**src/rtl/fetch_if.sv**
```systemverilog
// Fetch-stage bus: program-run handshake, instruction ROM access and
// decoder feedback grouped into one bundle.
//   master : environment side (drives start/ROM data/decoder results)
//   slave  : fetch_unit side (drives pc/instruction/status)
// Signals:
//   start, start_addr         begin a program run at start_addr
//   instr_in                  instruction ROM data for the current pc
//   jump, offset              decoder JR request and signed PC offset
//   branch_taken              resolved BEQ compare for the current instruction
//   halt                      decoder done for the current instruction
//   pc                        current program counter / ROM address
//   instruction               instruction forwarded to the decoder
//   running                   high while a program is executing
//   ack                       one-cycle pulse when a program halts
//   cycle_count               RUN cycles of the last/current program
interface fetch_if #(
    parameter int PC_WIDTH    = 10,
    parameter int INSTR_WIDTH = 9,
    parameter int OFF_WIDTH   = 8,
    parameter int CNT_WIDTH   = 16
);
    logic                   start;
    logic [PC_WIDTH-1:0]    start_addr;
    logic [INSTR_WIDTH-1:0] instr_in;
    logic                   jump;
    logic [OFF_WIDTH-1:0]   offset;
    logic                   branch_taken;
    logic                   halt;
    logic [PC_WIDTH-1:0]    pc;
    logic [INSTR_WIDTH-1:0] instruction;
    logic                   running;
    logic                   ack;
    logic [CNT_WIDTH-1:0]   cycle_count;

    modport master (
        output start, start_addr, instr_in, jump, offset, branch_taken, halt,
        input  pc, instruction, running, ack, cycle_count
    );

    modport slave (
        input  start, start_addr, instr_in, jump, offset, branch_taken, halt,
        output pc, instruction, running, ack, cycle_count
    );
endinterface

```
**src/rtl/fetch_unit.sv**
```systemverilog
// Instruction-fetch stage. Holds the program counter, addresses the
// instruction ROM, forwards the fetched instruction to the decoder with no
// added latency, and computes the next PC from the decoder's halt/jump
// outputs and the resolved branch result. Sequences IDLE -> RUN -> HALTED
// and counts the RUN cycles of each program.
// Ports:
//   clk    rising-edge system clock
//   reset  asynchronous active-high reset
//   bus    fetch_if slave modport (see fetch_if for signal list)
module fetch_unit #(
    parameter int PC_WIDTH    = 10,
    parameter int INSTR_WIDTH = 9,
    parameter int OFF_WIDTH   = 8,
    parameter int CNT_WIDTH   = 16
) (
    input logic    clk,
    input logic    reset,
    fetch_if.slave bus
);
    localparam int EXT_WIDTH = PC_WIDTH - OFF_WIDTH;

    typedef enum logic [1:0] {
        IDLE   = 2'd0,
        RUN    = 2'd1,
        HALTED = 2'd2
    } state_t;

    state_t                 state_q, state_d;
    logic [PC_WIDTH-1:0]    pc_q, pc_d;
    logic [CNT_WIDTH-1:0]   cnt_q, cnt_d;
    logic                   ack_q, ack_d;
    logic [PC_WIDTH-1:0]    offset_ext;

    // Two's-complement offset widened to PC width before the modulo add.
    assign offset_ext = {{EXT_WIDTH{bus.offset[OFF_WIDTH-1]}}, bus.offset};

    always_ff @(posedge clk or posedge reset) begin
        if (reset) begin
            state_q <= IDLE;
            pc_q    <= '0;
            cnt_q   <= '0;
            ack_q   <= 1'b0;
        end else begin
            state_q <= state_d;
            pc_q    <= pc_d;
            cnt_q   <= cnt_d;
            ack_q   <= ack_d;
        end
    end

    always_comb begin
        state_d = state_q;
        pc_d    = pc_q;
        cnt_d   = cnt_q;
        ack_d   = 1'b0;
        case (state_q)
            RUN: begin
                // The halting cycle is itself a RUN cycle and is counted.
                cnt_d = (&cnt_q) ? cnt_q : cnt_q + CNT_WIDTH'(1);
                if (bus.halt) begin
                    state_d = HALTED;
                    ack_d   = 1'b1;
                end else if (bus.jump) begin
                    pc_d = pc_q + offset_ext;
                end else if (bus.branch_taken) begin
                    pc_d = pc_q + PC_WIDTH'(2);
                end else begin
                    pc_d = pc_q + PC_WIDTH'(1);
                end
            end
            IDLE, HALTED: begin
                if (bus.start) begin
                    state_d = RUN;
                    pc_d    = bus.start_addr;
                    cnt_d   = '0;
                end
            end
            default: begin
                state_d = IDLE;
            end
        endcase
    end

    assign bus.pc          = pc_q;
    assign bus.instruction = bus.instr_in;
    assign bus.running     = (state_q == RUN);
    assign bus.ack         = ack_q;
    assign bus.cycle_count = cnt_q;
endmodule

```
**src/flat_wrapper.sv**
```systemverilog
// flat-port wrapper written by rule: the top's interface ports become plain ports
module fetch_unit_flat 
#(
    parameter int PC_WIDTH    = 10,
    parameter int INSTR_WIDTH = 9,
    parameter int OFF_WIDTH   = 8,
    parameter int CNT_WIDTH   = 16
)
  (clk, reset, bus_start, bus_start_addr, bus_instr_in, bus_jump, bus_offset, bus_branch_taken, bus_halt, bus_pc, bus_instruction, bus_running, bus_ack, bus_cycle_count);
  fetch_if #(.PC_WIDTH(PC_WIDTH), .INSTR_WIDTH(INSTR_WIDTH), .OFF_WIDTH(OFF_WIDTH), .CNT_WIDTH(CNT_WIDTH)) bus_i ();
  input logic clk;
  input logic reset;
  input wire logic [$bits(bus_i.start)-1:0] bus_start;
  input wire logic [$bits(bus_i.start_addr)-1:0] bus_start_addr;
  input wire logic [$bits(bus_i.instr_in)-1:0] bus_instr_in;
  input wire logic [$bits(bus_i.jump)-1:0] bus_jump;
  input wire logic [$bits(bus_i.offset)-1:0] bus_offset;
  input wire logic [$bits(bus_i.branch_taken)-1:0] bus_branch_taken;
  input wire logic [$bits(bus_i.halt)-1:0] bus_halt;
  output wire logic [$bits(bus_i.pc)-1:0] bus_pc;
  output wire logic [$bits(bus_i.instruction)-1:0] bus_instruction;
  output wire logic [$bits(bus_i.running)-1:0] bus_running;
  output wire logic [$bits(bus_i.ack)-1:0] bus_ack;
  output wire logic [$bits(bus_i.cycle_count)-1:0] bus_cycle_count;
  assign bus_i.start = bus_start;
  assign bus_i.start_addr = bus_start_addr;
  assign bus_i.instr_in = bus_instr_in;
  assign bus_i.jump = bus_jump;
  assign bus_i.offset = bus_offset;
  assign bus_i.branch_taken = bus_branch_taken;
  assign bus_i.halt = bus_halt;
  assign bus_pc = bus_i.pc;
  assign bus_instruction = bus_i.instruction;
  assign bus_running = bus_i.running;
  assign bus_ack = bus_i.ack;
  assign bus_cycle_count = bus_i.cycle_count;
  fetch_unit #(.PC_WIDTH(PC_WIDTH), .INSTR_WIDTH(INSTR_WIDTH), .OFF_WIDTH(OFF_WIDTH), .CNT_WIDTH(CNT_WIDTH)) u_core (.clk(clk), .reset(reset), .bus(bus_i));
endmodule
```
**config.mk**
```make
export PLATFORM = sky130hd
export DESIGN_NAME = fetch_unit_flat
export DESIGN_NICKNAME = d
export VERILOG_FILES = /design/src/rtl/fetch_if.sv /design/src/rtl/fetch_unit.sv /design/src/flat_wrapper.sv
export SDC_FILE = /design/constraint.sdc
export NUM_CORES = 1
export LEC_CHECK = 0
export BUFFER_PORTS_ARGS = -buffer_cell sky130_fd_sc_hd__buf_2
export CELL_PAD_IN_SITES_DETAIL_PLACEMENT = 0
export CELL_PAD_IN_SITES_GLOBAL_PLACEMENT = 2
export CORE_MARGIN = 2
export CORE_UTILIZATION = 30
export CTS_CLUSTER_DIAMETER = 200
export CTS_CLUSTER_SIZE = 24
export DETAILED_ROUTE_END_ITERATION = 6
export GPL_TIMING_DRIVEN = 0
export PLACE_DENSITY_LB_ADDON = 0.1
export SETUP_SLACK_MARGIN = 0.1
export SYNTH_ARGS = -nofsm -noshare
export SYNTH_HDL_FRONTEND = slang
export SYNTH_SLANG_ARGS = --single-unit
```
**constraint.sdc**
```tcl
create_clock -name clk -period 2.65 [get_ports clk]
set_clock_uncertainty 0.15 [all_clocks]
set_input_delay 0 -clock clk [delete_from_list [all_inputs] [get_ports clk]]
set_output_delay 0 -clock clk [all_outputs]
set_load 0.1 [all_outputs]
```
### Word-level counts from Yosys, hierarchy flattened

Cells that the tools add are included.

| word-level totals | value |
|---|---|
| bits in registers | 29 |
| input port bits | 33 |
| output and inout bits | 37 |

| operators by class | value |
|---|---|
| $add $sub $neg | 4 |
| equality and inequality tests | 6 |
| muxes and demuxes | 13 |
| reductions and logical operators | 7 |

Operators with widths:

| operator | count |
|---|---|
| $mux W10 | 4 |
| $mux W16 | 2 |
| $pmux W16 S2 | 1 |
| $pmux W10 S2 | 1 |
| $add A16 B1 Y16 const B | 1 |
| $reduce_and A16 Y1 | 1 |
| $add A10 B1 Y10 const B | 1 |
| $add A10 B10 Y10 | 1 |
| $add A10 B2 Y10 const B | 1 |
| $ne A2 B2 Y1 const B | 4 |
| $reduce_and A3 Y1 | 2 |
| $mux W2 | 2 |
| $pmux W2 S2 | 1 |
| $eq A2 B1 Y1 const B | 1 |
| $eq A2 B2 Y1 const B | 1 |
| $logic_not A2 Y1 | 1 |
| $mux W1 | 2 |
| $reduce_and A2 Y1 | 1 |
| $reduce_bool A2 Y1 | 1 |
| $reduce_or A2 Y1 | 1 |

### Longest topological paths before layout

| logic depth | value |
|---|---|
| depth in word-level cells | 5 |
| depth in mapped cells | 8 |
| gate-level depth less buffers | 8 |

### Worst setup path before layout

Ideal clock, no wire load.

| timing | value |
|---|---|
| path type | register -> register |
| from | reg u_core.pc_q[0] (netlist: u_core.bus.pc[0]) |
| to | reg u_core.pc_q[6] (netlist: u_core.bus.pc[6]) |
| setup time | 0.126 ns |
| arrival | 2.641 ns |
| data required time | 2.374 ns |
| path slack | -0.267 ns |
| cell stages (with the launch flop) | 9 |
| path through | dfrtp_1 > ha_1 > fa_1 > a211oi_2 > o21bai_1 > a21oi_1 > xor2_1 > mux2i_1 > a221o_1 |

| between the ends | value |
|---|---|
| word-level cells in the longest chain between the ends | 5 |

Ends and longest elaborated chain:

| element | RTL line | source |
|---|---|---|
| start: declaration | fetch_unit.sv:29 | `logic [PC_WIDTH-1:0] pc_q, pc_d;` |
| start signal: assignment | fetch_unit.sv:45 | `pc_q <= pc_d;` |
| $add A10 B1 Y10 / $add A10 B2 Y10 (equally long branches) | fetch_unit.sv:68, fetch_unit.sv:66 |  |
| $mux W10 | fetch_unit.sv:65 | `end else if (bus.branch_taken) begin` |
| $mux W10 * | fetch_unit.sv:63 | `end else if (bus.jump) begin` |
| $mux W10 * | fetch_unit.sv:60 | `if (bus.halt) begin` |
| $pmux W10 S2 * | fetch_unit.sv:56 | `case (state_q)` |

Every way passes the cells marked *; elsewhere a longest branch is shown, timed or not. The select of a mux whose other input is x is not followed.
A chain may end at the register's enable or synchronous reset.

### Final worst setup path

Same ends and word-level chain as after synthesis.

==> metrics <==
status=finished clean; sequential share of the synthesized area=32.5%; first-pass GRT wire length=10200 um; post-synth cell types=54; CP max FO=4; height of the die=90.3 um; Fin. Hold Viols=0; Final period util=93.2%; Max clock buf depth=2; initial detailed-routing violation count=61; pwr/cell area=1010 nW/um^2; dpl hpwl=4600 um; Syn Inst Count=254; FFs w/ async S/R, synth=100%; core outline area=7210 sq um; clk sink count=29; CTS tree=done; IO buf count=59; Final min period=2.47 ns; post-synth net total=300; antenna fix cells=0; clk root buf=clkbuf_8; Routed Antenna Nets=0; CP Capture Type=register; average wire per standard cell=14.3 um; Max IR drop VDD=0.000703 V; pre-CTS setup slack=-0.00646 ns; # setup viols final=0; Slew Viols, Final=0; fill count=780; slew of the pin with the lowest slew margin=0.572 ns; Max Clock Freq=405 MHz; Layout Nets=382; largest net degree at the start of global routing=30; most frequent cells in the layout=61 x buf_2, 23 x dfrtp_1, 22 x nor2_1, 17 x nand2_1, 17 x o21ai_0; Multi-input gate area=1400 sq um; leakage dissipation=1.39 nW; final core occ=40.9%; clk slew on worst S/H paths=0.06 ns; Max transition margin=61.8%; Global Route Usage Sum=15.4%; Initial Util=31.0%; Post-synth EDFFs=0; RSZ-0062 raised after global routing=yes; Cell Area, Synth=2230 sq um; Critical Path RT=2.66 ns; full die area=8150 sq um; fin worst setup slack=0.181 ns; critical path arrival=2.48 ns; Residual DRC=0; GPL Wtd Cong=0.759; die width=90.3 um; Skew-Pair Late Insertion Delay=0.28 ns; Num CTS Buffers=5; via density per instance=4.89; ys flop type=dfrtp_1; critical path class=reg2reg; grt total ovfl=0; initial antenna violation count=0; I/O pin count=70; fraction of layout cells with a size suffix above 1=30.7%; vias in the first global route=1987; Synth Register Bits=29; area grow syn2layout=32.0%; First-pass DRT Iterations=4; post-synthesis area per instance=8.80 sq um; Ys Warns=0; register area=736 sq um; Routed WL=6210 um; commonest non-fill, non-tap cell in the layout=buf_2; H-tree levels=2; max cap viols=0; number of core rows=31; CP Launch Type=register; Via Count=2129; hold crit path type=in2reg
## stage by stage
stage / area [sq um] / cells / hold WS, ns / TNS, ns / power (mW)
floorplan: 2240 / 254 / -0.0722 / 0 / 2.19
global placement: 2660 / 412 / 0.104 / 0 / 2.54
detailed placement: 2660 / 412 / 0.113 / -0.00646 / 2.54
CTS: 2880 / 431 / 0.0143 / 0 / 2.95
global route: 2950 / 435 / 0.122 / 0 / 3.20
finish: 2950 / 435 / 0.0345 / 0 / 2.99
## layer usage
metal	vias to the layer above	GRT usage (%)	routed length, um	share of wire (%)
met5	-	0	0	0
met4	0	4.23	76	1.2
met3	7	2.59	214	3.4
met2	47	26.4	3060	49
met1	1000	19.9	2860	46
li1	1075	-	-	-
## cell type report
class,count,area share (%)
inverter,6,0.764
timing repair buffer,75,15.8
tap,99,4.20
buffer,18,3.90
sequential,29,24.9
multi-input combinational,201,47.5
clock buffer,7,2.93
## critical path, stage by stage (launching register included)
cell	delay, ns
dfrtp_4	0.51
ha_4	0.18
fa_2	0.39
a211oi_4	0.28
o21bai_1	0.11
a21oi_1	0.16
xor2_1	0.16
mux2i_1	0.10
a221o_1	0.31
## sequential cells by signal, summed over array words and instances (netlist names)
| name | flops |
|---|---|
| u_core.bus.pc | 10 |
| u_core.state_q | 2 |
| u_core.bus.cycle_count | 16 |
| u_core.bus.ack | 1 |
## final timing paths
path                                                   startpoint  slack [ns]                                endpoint  cells past startpoint
setup reg to reg                     u_core.bus.pc[0]$_DFFE_PP0P_        0.18            u_core.bus.pc[6]$_DFFE_PP0P_                      8
hold reg to reg            u_core.bus.cycle_count[14]$_DFFE_PP0P_        0.41  u_core.bus.cycle_count[14]$_DFFE_PP0P_                      2
max in group asynchronous                                   reset        1.68            u_core.bus.pc[8]$_DFFE_PP0P_                      4
min in group asynchronous                                   reset        0.17   u_core.bus.cycle_count[8]$_DFFE_PP0P_                      3
hold / removal                                   bus_branch_taken        0.03            u_core.bus.pc[0]$_DFFE_PP0P_                      3
setup / recovery                     u_core.bus.pc[0]$_DFFE_PP0P_        0.18            u_core.bus.pc[6]$_DFFE_PP0P_                      8
## timing repair
action | CTS | global route
gates resized for setup | 2 | 3
pin swaps | 1 | 4
setup buffers | 0 | 3
endpoints found under the hold margin | 42 | 0
hold buffers | 12 | 0
setup endpoints to repair | 2 | 2
## synth_stat cells, drive strengths merged (2+ instances only)
master / n / area, sq um
o311ai: 2 / 17.5
o21ai: 18 / 90.1
inv: 6 / 22.5
nand2b: 3 / 18.8
a21oi: 17 / 88.8
a211oi: 4 / 40.0
and3: 7 / 48.8
o211ai: 2 / 15.0
nand4: 6 / 37.5
and2: 3 / 18.8
mux2i: 5 / 50.1
xor2: 12 / 105
and4: 3 / 31.3
nand2: 17 / 63.8
nor2b: 5 / 33.8
or3: 4 / 25.0
a21o: 6 / 45.0
dfrtp: 29 / 726
nand3: 6 / 30.0
a31oi: 7 / 43.8
a31o: 2 / 17.5
nor3b: 5 / 37.5
nor3: 6 / 30.0
buf: 14 / 100
xnor2: 11 / 96.3
nor2: 23 / 88.8
clkbuf: 4 / 15.0
ha: 12 / 150
## cell families after synthesis
logic type / after synthesis / share of synthesized area [%]
flops: 29 / 32.5
compound gates: 67 / 19.5
simple gates: 93 / 23.0
buf+inv: 24 / 6.16
xor+xnor: 23 / 9.01
mux: 5 / 2.24
fa+ha+maj: 13 / 7.61
## report_power, final
group	switching, mW	internal, mW	total [mW]
clock network	0.174	0.206	0.380
registers	0.182	0.553	0.734
logic	1.33	0.553	1.88
total	1.68	1.31	2.99
Note: power is estimated with default switching activity, not from simulation.
